$ cat src/rtl/pc_register_ras.sv
// Program-counter register with sequencing ops, stall control and a circular
// return-address stack with sticky overflow/underflow status.
module pc_register_ras #(
  parameter int unsigned       WIDTH        = 20,
  parameter int unsigned       STEP         = 1,
  parameter logic [WIDTH-1:0]  RESET_VECTOR = '0,
  parameter int unsigned       RAS_DEPTH    = 4,
  localparam int unsigned      CW           = $clog2(RAS_DEPTH + 1)
) (
  input  logic             clk,
  input  logic             reset,
  input  logic             en,
  input  logic [2:0]       op,
  input  logic [WIDTH-1:0] target,
  input  logic [WIDTH-1:0] offset,
  input  logic             err_clr,
  output logic [WIDTH-1:0] PCOut,
  output logic [CW-1:0]    ras_count,
  output logic             ras_empty,
  output logic             ras_full,
  output logic             ras_overflow,
  output logic             ras_underflow
);

  localparam int unsigned PW = (RAS_DEPTH > 1) ? $clog2(RAS_DEPTH) : 1;

  typedef enum logic [2:0] {
    OpNext   = 3'd0,
    OpJump   = 3'd1,
    OpBranch = 3'd2,
    OpCall   = 3'd3,
    OpRet    = 3'd4
  } op_e;

  logic [WIDTH-1:0] pc_q, pc_d;
  logic [CW-1:0]    cnt_q, cnt_d;
  logic [PW-1:0]    wp_q, wp_d;
  logic             ovf_q, ovf_d;
  logic             unf_q, unf_d;
  logic             push;
  logic [WIDTH-1:0] ret_addr;
  logic [PW-1:0]    wp_inc, wp_dec;
  logic             full;

  logic [WIDTH-1:0] stack_q [RAS_DEPTH];

  assign ret_addr = pc_q + WIDTH'(STEP);
  assign full     = (cnt_q == CW'(RAS_DEPTH));

  // wp points at the next free slot; when full that slot holds the oldest entry,
  // so a push there is exactly the circular overwrite.
  assign wp_inc = (wp_q == PW'(RAS_DEPTH - 1)) ? '0 : wp_q + PW'(1);
  assign wp_dec = (wp_q == '0) ? PW'(RAS_DEPTH - 1) : wp_q - PW'(1);

  always_comb begin
    pc_d  = pc_q;
    cnt_d = cnt_q;
    wp_d  = wp_q;
    ovf_d = err_clr ? 1'b0 : ovf_q;
    unf_d = err_clr ? 1'b0 : unf_q;
    push  = 1'b0;
    if (en) begin
      case (op)
        OpNext:   pc_d = ret_addr;
        OpJump:   pc_d = target;
        OpBranch: pc_d = pc_q + offset;
        OpCall: begin
          push = 1'b1;
          pc_d = target;
          wp_d = wp_inc;
          if (full) begin
            ovf_d = 1'b1;
          end else begin
            cnt_d = cnt_q + CW'(1);
          end
        end
        OpRet: begin
          if (cnt_q != '0) begin
            pc_d  = stack_q[wp_dec];
            wp_d  = wp_dec;
            cnt_d = cnt_q - CW'(1);
          end else begin
            unf_d = 1'b1;
          end
        end
        default: ;
      endcase
    end
  end

  always_ff @(posedge clk) begin
    if (!reset) begin
      pc_q  <= RESET_VECTOR;
      cnt_q <= '0;
      wp_q  <= '0;
      ovf_q <= 1'b0;
      unf_q <= 1'b0;
    end else begin
      pc_q  <= pc_d;
      cnt_q <= cnt_d;
      wp_q  <= wp_d;
      ovf_q <= ovf_d;
      unf_q <= unf_d;
    end
  end

  // Entry contents need no reset; only the pointers define validity.
  always_ff @(posedge clk) begin
    if (reset && push) begin
      stack_q[wp_q] <= ret_addr;
    end
  end

  assign PCOut         = pc_q;
  assign ras_count     = cnt_q;
  assign ras_empty     = (cnt_q == '0);
  assign ras_full      = full;
  assign ras_overflow  = ovf_q;
  assign ras_underflow = unf_q;

endmodule

$ cat config.mk
export PLATFORM = sky130hd
export DESIGN_NAME = pc_register_ras
export DESIGN_NICKNAME = d
export VERILOG_FILES = /design/src/rtl/pc_register_ras.sv
export SDC_FILE = /design/constraint.sdc
export NUM_CORES = 1
export LEC_CHECK = 0
export CORE_MARGIN = 8
export CORE_UTILIZATION = 45
export DETAILED_ROUTE_END_ITERATION = 10
export PLACE_DENSITY_LB_ADDON = 0.12
export RECOVER_POWER = 100
export SKIP_LAST_GASP = 1
export SYNTH_ARGS = -nofsm -noshare
export SYNTH_HDL_FRONTEND = slang
export SYNTH_SLANG_ARGS = --single-unit
$ cat constraint.sdc
create_clock -name clk -period 4.8 [get_ports clk]
set_input_delay 0.72 -clock clk [delete_from_list [all_inputs] [get_ports clk]]
set_output_delay 0.72 -clock clk [all_outputs]
set_load 0.01 [all_outputs]
---- Word-level counts from Yosys, hierarchy flattened ----
Memory sizes are Yosys's and may differ from the RTL's.
Index checks and enable logic that the tools add are counted.
storage, ports and cells
  input bits .............................. 47
  logic and storage cells ................. 52
  output and inout port bits .............. 27
  bits in registers ....................... 27
  memory bits (read-only) ................. 0
  memory bits (writable) .................. 80
  memories ................................ 1
  latch bits .............................. 0
memories
  memory   depth  width  read ports  clocked after memory_dff  write ports  RTL line  text
  stack_q  4      20     1           0                         1            45        logic [WIDTH-1:0] stack_q [RAS_DEPTH];
operators by class
  multipliers ............................. 0
  equal/unequal tests ..................... 8
  shift operators ......................... 0
  add/subtract/negate cells ............... 6
  divide/modulo/power cells ............... 0
  reductions and logical operators ........ 11
  bitwise logic cells ..................... 0
  multiplexer cells ....................... 21
  magnitude comparators ................... 0
operators by type and width
  kind                   count
  $pmux 20 s4            1
  $add 20x1->20 const B  1
  $add 20x20->20         1
  $mux 20                1
  $mux 1                 12
  $eq 3x2->1 const B     2
  $eq 3x3->1 const B     2
  $logic_not 3->1        2
  $mux 2                 3
  $mux 3                 2
  $pmux 3 s2             1
  $reduce_and 3->1       2
  $ne 2x2->1 const B     2
  $pmux 2 s2             1
  $reduce_and 4->1       1
  $reduce_bool 4->1      1
  $add 3x1->3 const B    1
  $eq 3x1->1 const B     1
  $reduce_bool 3->1      1
  $sub 3x1->3 const B    1
  $add 2x1->2 const B    1
  $eq 2x2->1 const B     1
  $logic_not 2->1        1
  $reduce_bool 2->1      1
  other kinds (3)        3

---- Logic depth before layout (Yosys ltp) ----
Gate-level depths: netlist of run 1.
  word-level depth ........................ 6
  mapped depth ............................ 10
  gate-level depth less buffers ........... 10

---- Worst setup path before layout of run 1 ----
OpenSTA, ideal clock, no wires.
  path type ............................... input to register
  start ................................... input op[0]
  end ..................................... register cnt_q[2], in the netlist ras_count[2]
  arrival time ............................ 2365 ps
  required time ........................... 4685 ps
  library setup time ...................... 115 ps
  buffers on the path ..................... 2
  stages .................................. 10
  setup slack ............................. 2320 ps
  cells stage by stage .................... or2_0 -> buf_2 -> nor2_2 -> inv_1 -> buf_2 -> fa_1 -> xnor2_1 -> nand2_1 -> xnor2_1 -> and2_1
between the ends
  word-level cells in the longest chain between the ends .. 3
  elaborated cells between the ends (all ways) .. 7
  classes of those cells .................. eq/ne (4); mux (1); reduce/logical (2)
ends and longest elaborated chain
  what                                                              RTL line  text
  start: declaration                                                13        input logic [2:0] op,
  $eq 3x2->1 / $eq 3x3->1 (equally long branches)                   63        case (op)
  $ne 2x2->1 (no line) / $reduce_bool 2->1 (equally long branches)  -
  $reduce_and 4->1 (no line)                                        -
  end signal: assignment                                            100       cnt_q <= cnt_d;
  end: declaration                                                  36        logic [CW-1:0] cnt_q, cnt_d;
Parallel ways exist; a longest one is shown, timed or not.
A chain may end at the register's enable or synchronous reset.

---- Final worst setup path of run 1 ----
  start ................................... input op[0]
  end ..................................... memory stack_q[0][6], enable pin
between the ends
  word-level cells in the longest chain between the ends .. 6
ends and longest elaborated chain
  what                          RTL line  text
  $eq 3x2->1                    63
  $mux 1                        63
  $mux 1                        62        if (en) begin
  $logic_and 1x1->1             109       if (reset && push) begin
  $mux 1                        109
  $mux 1 (implied by the code)  110       stack_q[wp_q] <= ret_addr;
  end: declaration              45
No other way between the ends.

==> impl_metrics.toml, run 1 <==
[finish]
n_antenna_cell = 0
multi_input_area_mm2 = 0.00282
fin_nets = 662
finalNonFillerCells = 770
area_growth_pct = 17.6
final_layout_size_suffix_gt1_frac = 0.0892
final_cell_mix = "80 x edfxtp_1, 45 x clkdlybuf4s50_1, 44 x nand2_1"
fin_util = 0.539
final_common_cell = "edfxtp_1"
seq_area_mm2 = 0.00294
fill_cells = 1159

[floorplan]
rows = 42
core_mm2 = 0.0132
die-area_mm2 = 0.0174
io_pins = 74
die_y_um = 132
dieWidth_um = 132
start_util = 0.458

[pwr]
vdd_drop_max_v = 0.000270
power_frac_seq = 0.494
internal_power_mw = 1.53
power_leakage_nw = 2.55
comb_power_share = 0.168
switching_power_mw = 0.573
power.density_mw_per_mm2 = 297
switching_share = 0.272
clkPwrFrac = 0.338

[logic_synthesis]
synth-main-ff-cell = "edfxtp_1"
synth-simple-area-share = 0.122
synth_fa_ha_area_frac = 0.0563
syn-cell-area_mm2 = 0.00604
synth_compound_area_frac = 0.163
yosys-top-cells-area = "edfxtp_1 40%, dfxtp_1 8.9%, mux4_2 7.5%"
synthesis.nets = 595
netlist_instances = 522
synth.largest_area_cell = "edfxtp_1"
synth_warnings = 0
synth_top_family_by_area = "compound AO/OA/AOI/OAI gates"
synth.area.mux_share = 0.0764
ys_seq_elements = 107
synth_cell_type_count = 66
synth_top_area_share = 0.398
synth-edff-count = 80
yosysSeqAreaShare = 0.487
postSynthAreaPerCell_um2 = 11.6
synthArstFlopShare = 0
synth_xor_xnor_area_share = 0.0605

[place]
hpwlAfterDp_mm = 12.0
dpl.cell_count = 754
gp_congestion = 0.897
pre_cts_ws_ns = 1.25
port_buffers = 73

[drt]
wl_mm = 16.0
antenna_left = 0
viasPerCell = 5.86
first_iter_violations = 371
drc_errors = 0
wl_per_cell_um = 20.8
vias = 4512
drt_first_pass_iters = 4

[sta]
worst_slack_ns = 0.972
clock_skew_ns = 0.0111
slew_viol_final = 0
tightest_slew_ns = 1.41
hold_viol = 0
period_needed_ns = 3.83
finalSetupViolCount = 0
finalCritPeriodShare = 0.798
relSlewSlack = 0.0612
fin_setup_tns_ns = 0
rsz0062_at_grt = "false"
hold_slack_ns = 0.502
timing.fmax_ghz = 0.261

[setup_path]
worst_ep_arrival_time_ns = 3.77
path_max_fanout = 20
end_kind = "flop"
crit_start = "op[0]"
critPathSlowestCell = "and2_0"
required_ns = 4.74
cpMostUsedCell = "and2_0"
crit_chain = "dlygate4sd3_1 > nor2b_1 > clkbuf_1 > and2_0 > and3_1 > and2_0"
path_class = "in2reg"
slowest_delay_ns = 1.09
start_kind = "input port"
reg2reg_from = "PCOut[0]"

[cts]
clockBufferDepth = 2
clkTransAtPathRegs_ns = 0.07
post_cts_buffers = 0
cts_buffers = 9
cts_max_level = 3
ctsResizeCount = 0
holdBufCountCts = 0
root_buffer = "clkbuf_16"
insertion_delay_ns = 0.34
cts_tree = "done"
clkSinkCount = 107

[global_routing]
antenna_found_initial = 0
grt_pass1_wl_mm = 25.1
grt_pass1_vias = 4549
grtUsageTotal = 0.182
grt_max_degree = 30
grt.overflow.total = 0

[worst_hold_path]
hold_class = "reg2reg"
hp-start = "ras_underflow"

[run]
maxCapViolCount = 0

[status]
status = "complete, no violations"
-- cell type report --
type | instances | share of cell area
tap | 176 | 0.0310
multi-input combinational | 375 | 0.397
clock buffer | 10 | 0.0322
timing repair buffer | 78 | 0.108
inverter | 18 | 0.00951
sequential | 107 | 0.414
clock inverter | 6 | 0.00810
-- Yosys cell counts, types with 6 or more instances --
cell and n:
a21oi_1 38, a221oi_1 6, a31oi_1 10, and2_1 9
clkbuf_1 11, dfxtp_1 27, edfxtp_1 80, ha_1 24
inv_1 16, mux4_2 20, nand2_1 44, nand3_1 19
nand4_1 7, nor2_1 33, o211ai_1 8, o21a_1 7
o21ai_0 26, xnor2_1 28, xor2_1 10
-- registers in the layout, indices dropped and copies added (netlist names) --
name / cells
stack_q: 80
ras_underflow: 1
wp_q: 2
PCOut: 20
ras_count: 3
ras_overflow: 1
-- path summary, 6_finish.rpt --
path / slack (ns) / endpoint / cells past startpoint
max: 0.97 / stack_q[0][6] / 6
min: 0.50 / ras_underflow / 2
min reg2reg: 0.50 / ras_underflow / 2
max reg2reg: 1.87 / PCOut[16] / 8
-- critical path, delay by kind of cell --
kind / cells / cell delay (ns)
buffers and inverters: 2 / 1.25
AND/OR/NAND/NOR: 4 / 1.78
-- logic make-up (layout without fill, tap and decap cells) --
family | count (synthesis) | after routing
multiplexers | 21 | 21
flip-flops | 107 | 107
AND/OR/NAND/NOR | 144 | 144
adder cells (fa/ha/maj) | 26 | 26
XOR/XNOR | 40 | 40
AO/OA/AOI/OAI | 144 | 144
buffers and inverters | 40 | 112
-- metal layers --
layer / GRT usage / up-vias / routed length [um] / share of wire
met5: 0 / - / 0 / 0
met4: 0.0664 / 0 / 335 / 0.021
met3: 0.0328 / 27 / 901 / 0.056
met2: 0.292 / 134 / 7600 / 0.47
met1: 0.241 / 2214 / 7160 / 0.45
li1: - / 2137 / - / -
-- per-stage QoR --
stage | area [um^2] | power (mW)
floorplan | 6040 | 1.28
global placement | 6890 | 1.42
detailed placement | 6890 | 1.42
CTS | 7170 | 2.13
global route | 7100 | 2.19
finish | 7100 | 2.11
-- power groups by stage --
stage	combinational (mW)	clock, mW	sequential [mW]
4_1_cts	0.360	0.728	1.04
5_1_grt	0.386	0.761	1.04
6_report	0.354	0.713	1.04
3_5_place_dp	0.356	0	1.06
2_1_floorplan	0.217	0	1.06
3_3_place_gp	0.354	0	1.06
Note: power is estimated with default switching activity, not from simulation.
==> inputs of run 2 (changes only) <==
Clock period 4.8 ns to 3.1 ns, I/O delays scaled along.
==> run 2 against run 1 <==
Against the previous run:
- worst setup slack got worse by 0.65 ns
- power rose by 56%
- largest power group unchanged
- non-clock buffer count rose by 23
- combinational power rose by 60%
- critical path depth rose by 2
- global-route usage rose by 0.44 points
- register-to-register slack got worse by 1.4 ns
- first-iteration DRC count fell by 10%
- die area did not move
==> impl_metrics.toml, run 2 (synthesis gave the netlist of run 1 again) <==
[pwr]
power_leakage_nw = 2.67
vdd_drop_max_v = 0.000350
power.density_mw_per_mm2 = 449

[finish]
final_cell_mix = "80 x edfxtp_1, 44 x nand2_1, 44 x clkdlybuf4s50_1"
final_common_cell = "edfxtp_1"
area_growth_pct = 21.0
final_layout_size_suffix_gt1_frac = 0.122
fill_cells = 1148
seq_area_mm2 = 0.00294
largest_register_ffs = 80
finalNonFillerCells = 793
fin_nets = 685
n_antenna_cell = 0
multi_input_area_mm2 = 0.00287
largest_register = "stack_q"

[worst_hold_path]
hold_class = "reg2reg"

[sta]
relSlewSlack = 0.383
fin_setup_tns_ns = 0
finalSetupViolCount = 0
hold_slack_ns = 0.524
slew_viol_final = 0
timing.fmax_ghz = 0.360
rsz0062_at_grt = "false"
hold_viol = 0
worst_slack_ns = 0.322
tightest_slew_ns = 0.918
clock_skew_ns = 0.00934
finalCritPeriodShare = 0.896
period_needed_ns = 2.78

[setup_path]
start_kind = "input port"
path_class = "in2reg"
end_kind = "flop"
crit_path_end = "PCOut[11]"
slowest_delay_ns = 0.73
worstRegToRegCells = 9
path_max_fanout = 10
rrSetupSlack_ns = 0.45
worst_ep_arrival_time_ns = 2.97
r2r-end = "PCOut[18]"
required_ns = 3.30
reg2reg_from = "PCOut[0]"
critPathSlowestCell = "o21ai_1"
crit_start = "op[0]"
crit_chain = "dlygate4sd3_1 > or2_0 > nor2_1 > o21ai_1 > buf_4 > a21oi_1 > o221ai_1 > a31oi_1"

[floorplan]
die-area_mm2 = 0.0174
die_y_um = 132
io_pins = 74
start_util = 0.458
core_mm2 = 0.0132
dieWidth_um = 132
rows = 42

[global_routing]
grt_pass1_vias = 4636
grt.overflow.total = 0
antenna_found_initial = 0
grt_max_degree = 29
grtUsageTotal = 0.186
grt_pass1_wl_mm = 25.5

[drt]
wl_per_cell_um = 20.6
viasPerCell = 5.78
first_iter_violations = 333
drc_errors = 0
drt_first_pass_iters = 5
antenna_left = 0
vias = 4585
wl_mm = 16.3

[cts]
root_buffer = "clkbuf_16"
cts_max_level = 3
cts_tree = "done"
holdBufCountCts = 0
insertion_delay_ns = 0.35
cts_buffers = 9
clockBufferDepth = 2
clkTransAtPathRegs_ns = 0.08
ctsResizeCount = 0
post_cts_buffers = 0
clkSinkCount = 107

[place]
port_buffers = 73
hpwlAfterDp_mm = 12.5
gp_congestion = 0.895
dpl.cell_count = 777
pre_cts_ws_ns = 0.244

[status]
status = "complete, no violations"

[run]
maxCapViolCount = 0
## run 2: area by class of cell
type / count / share of cell area
flip-flops and latches: 107 / 0.402
multi-input cells: 375 / 0.393
repair buffers: 101 / 0.126
clock buffers: 10 / 0.0313
well taps: 176 / 0.0301
inverters: 18 / 0.00924
clock inverters: 6 / 0.00770
## run 2: report_power, final
group	total [mW]	switching [mW]	internal (mW)
clock network	1.11	0.543	0.563
registers	1.61	0.0404	1.57
logic	0.566	0.313	0.253
total	3.28	0.896	2.38
## run 2: how the worst min path moves through the flow
stage,startpoint,end,slack (ns),cells after the start
final,ras_underflow,ras_underflow,0.52,2
after global routing,ras_overflow,ras_overflow,0.54,1
after CTS,ras_underflow,ras_underflow,0.52,2
after detailed placement,ras_underflow,ras_underflow,0.50,2
after global placement,ras_underflow,ras_underflow,0.49,2
after floorplan,wp_q[1],wp_q[1],0.52,1
## run 2: metal layers
metal | track usage | vias up | wire [um]
met5 | 0 | - | 0
met4 | 0.0708 | 0 | 370
met3 | 0.0396 | 27 | 848
met2 | 0.297 | 147 | 7580
met1 | 0.243 | 2242 | 7500
li1 | - | 2169 | -
## run 2: through the flow
stage / util / power [mW] / instance area, um^2
finish: 0.554 / 3.28 / 7310
global route: 0.554 / 3.40 / 7310
CTS: 0.558 / 3.32 / 7360
detailed placement: 0.536 / 2.21 / 7070
global placement: 0.536 / 2.21 / 7070
floorplan: - / 1.98 / 6040
## run 2: worst max-delay path: cells and delay by family
family	cells	cell delay, ns
buffers and inverters	2	0.94
AO/OA/AOI/OAI	4	1.05
AND/OR/NAND/NOR	2	0.52
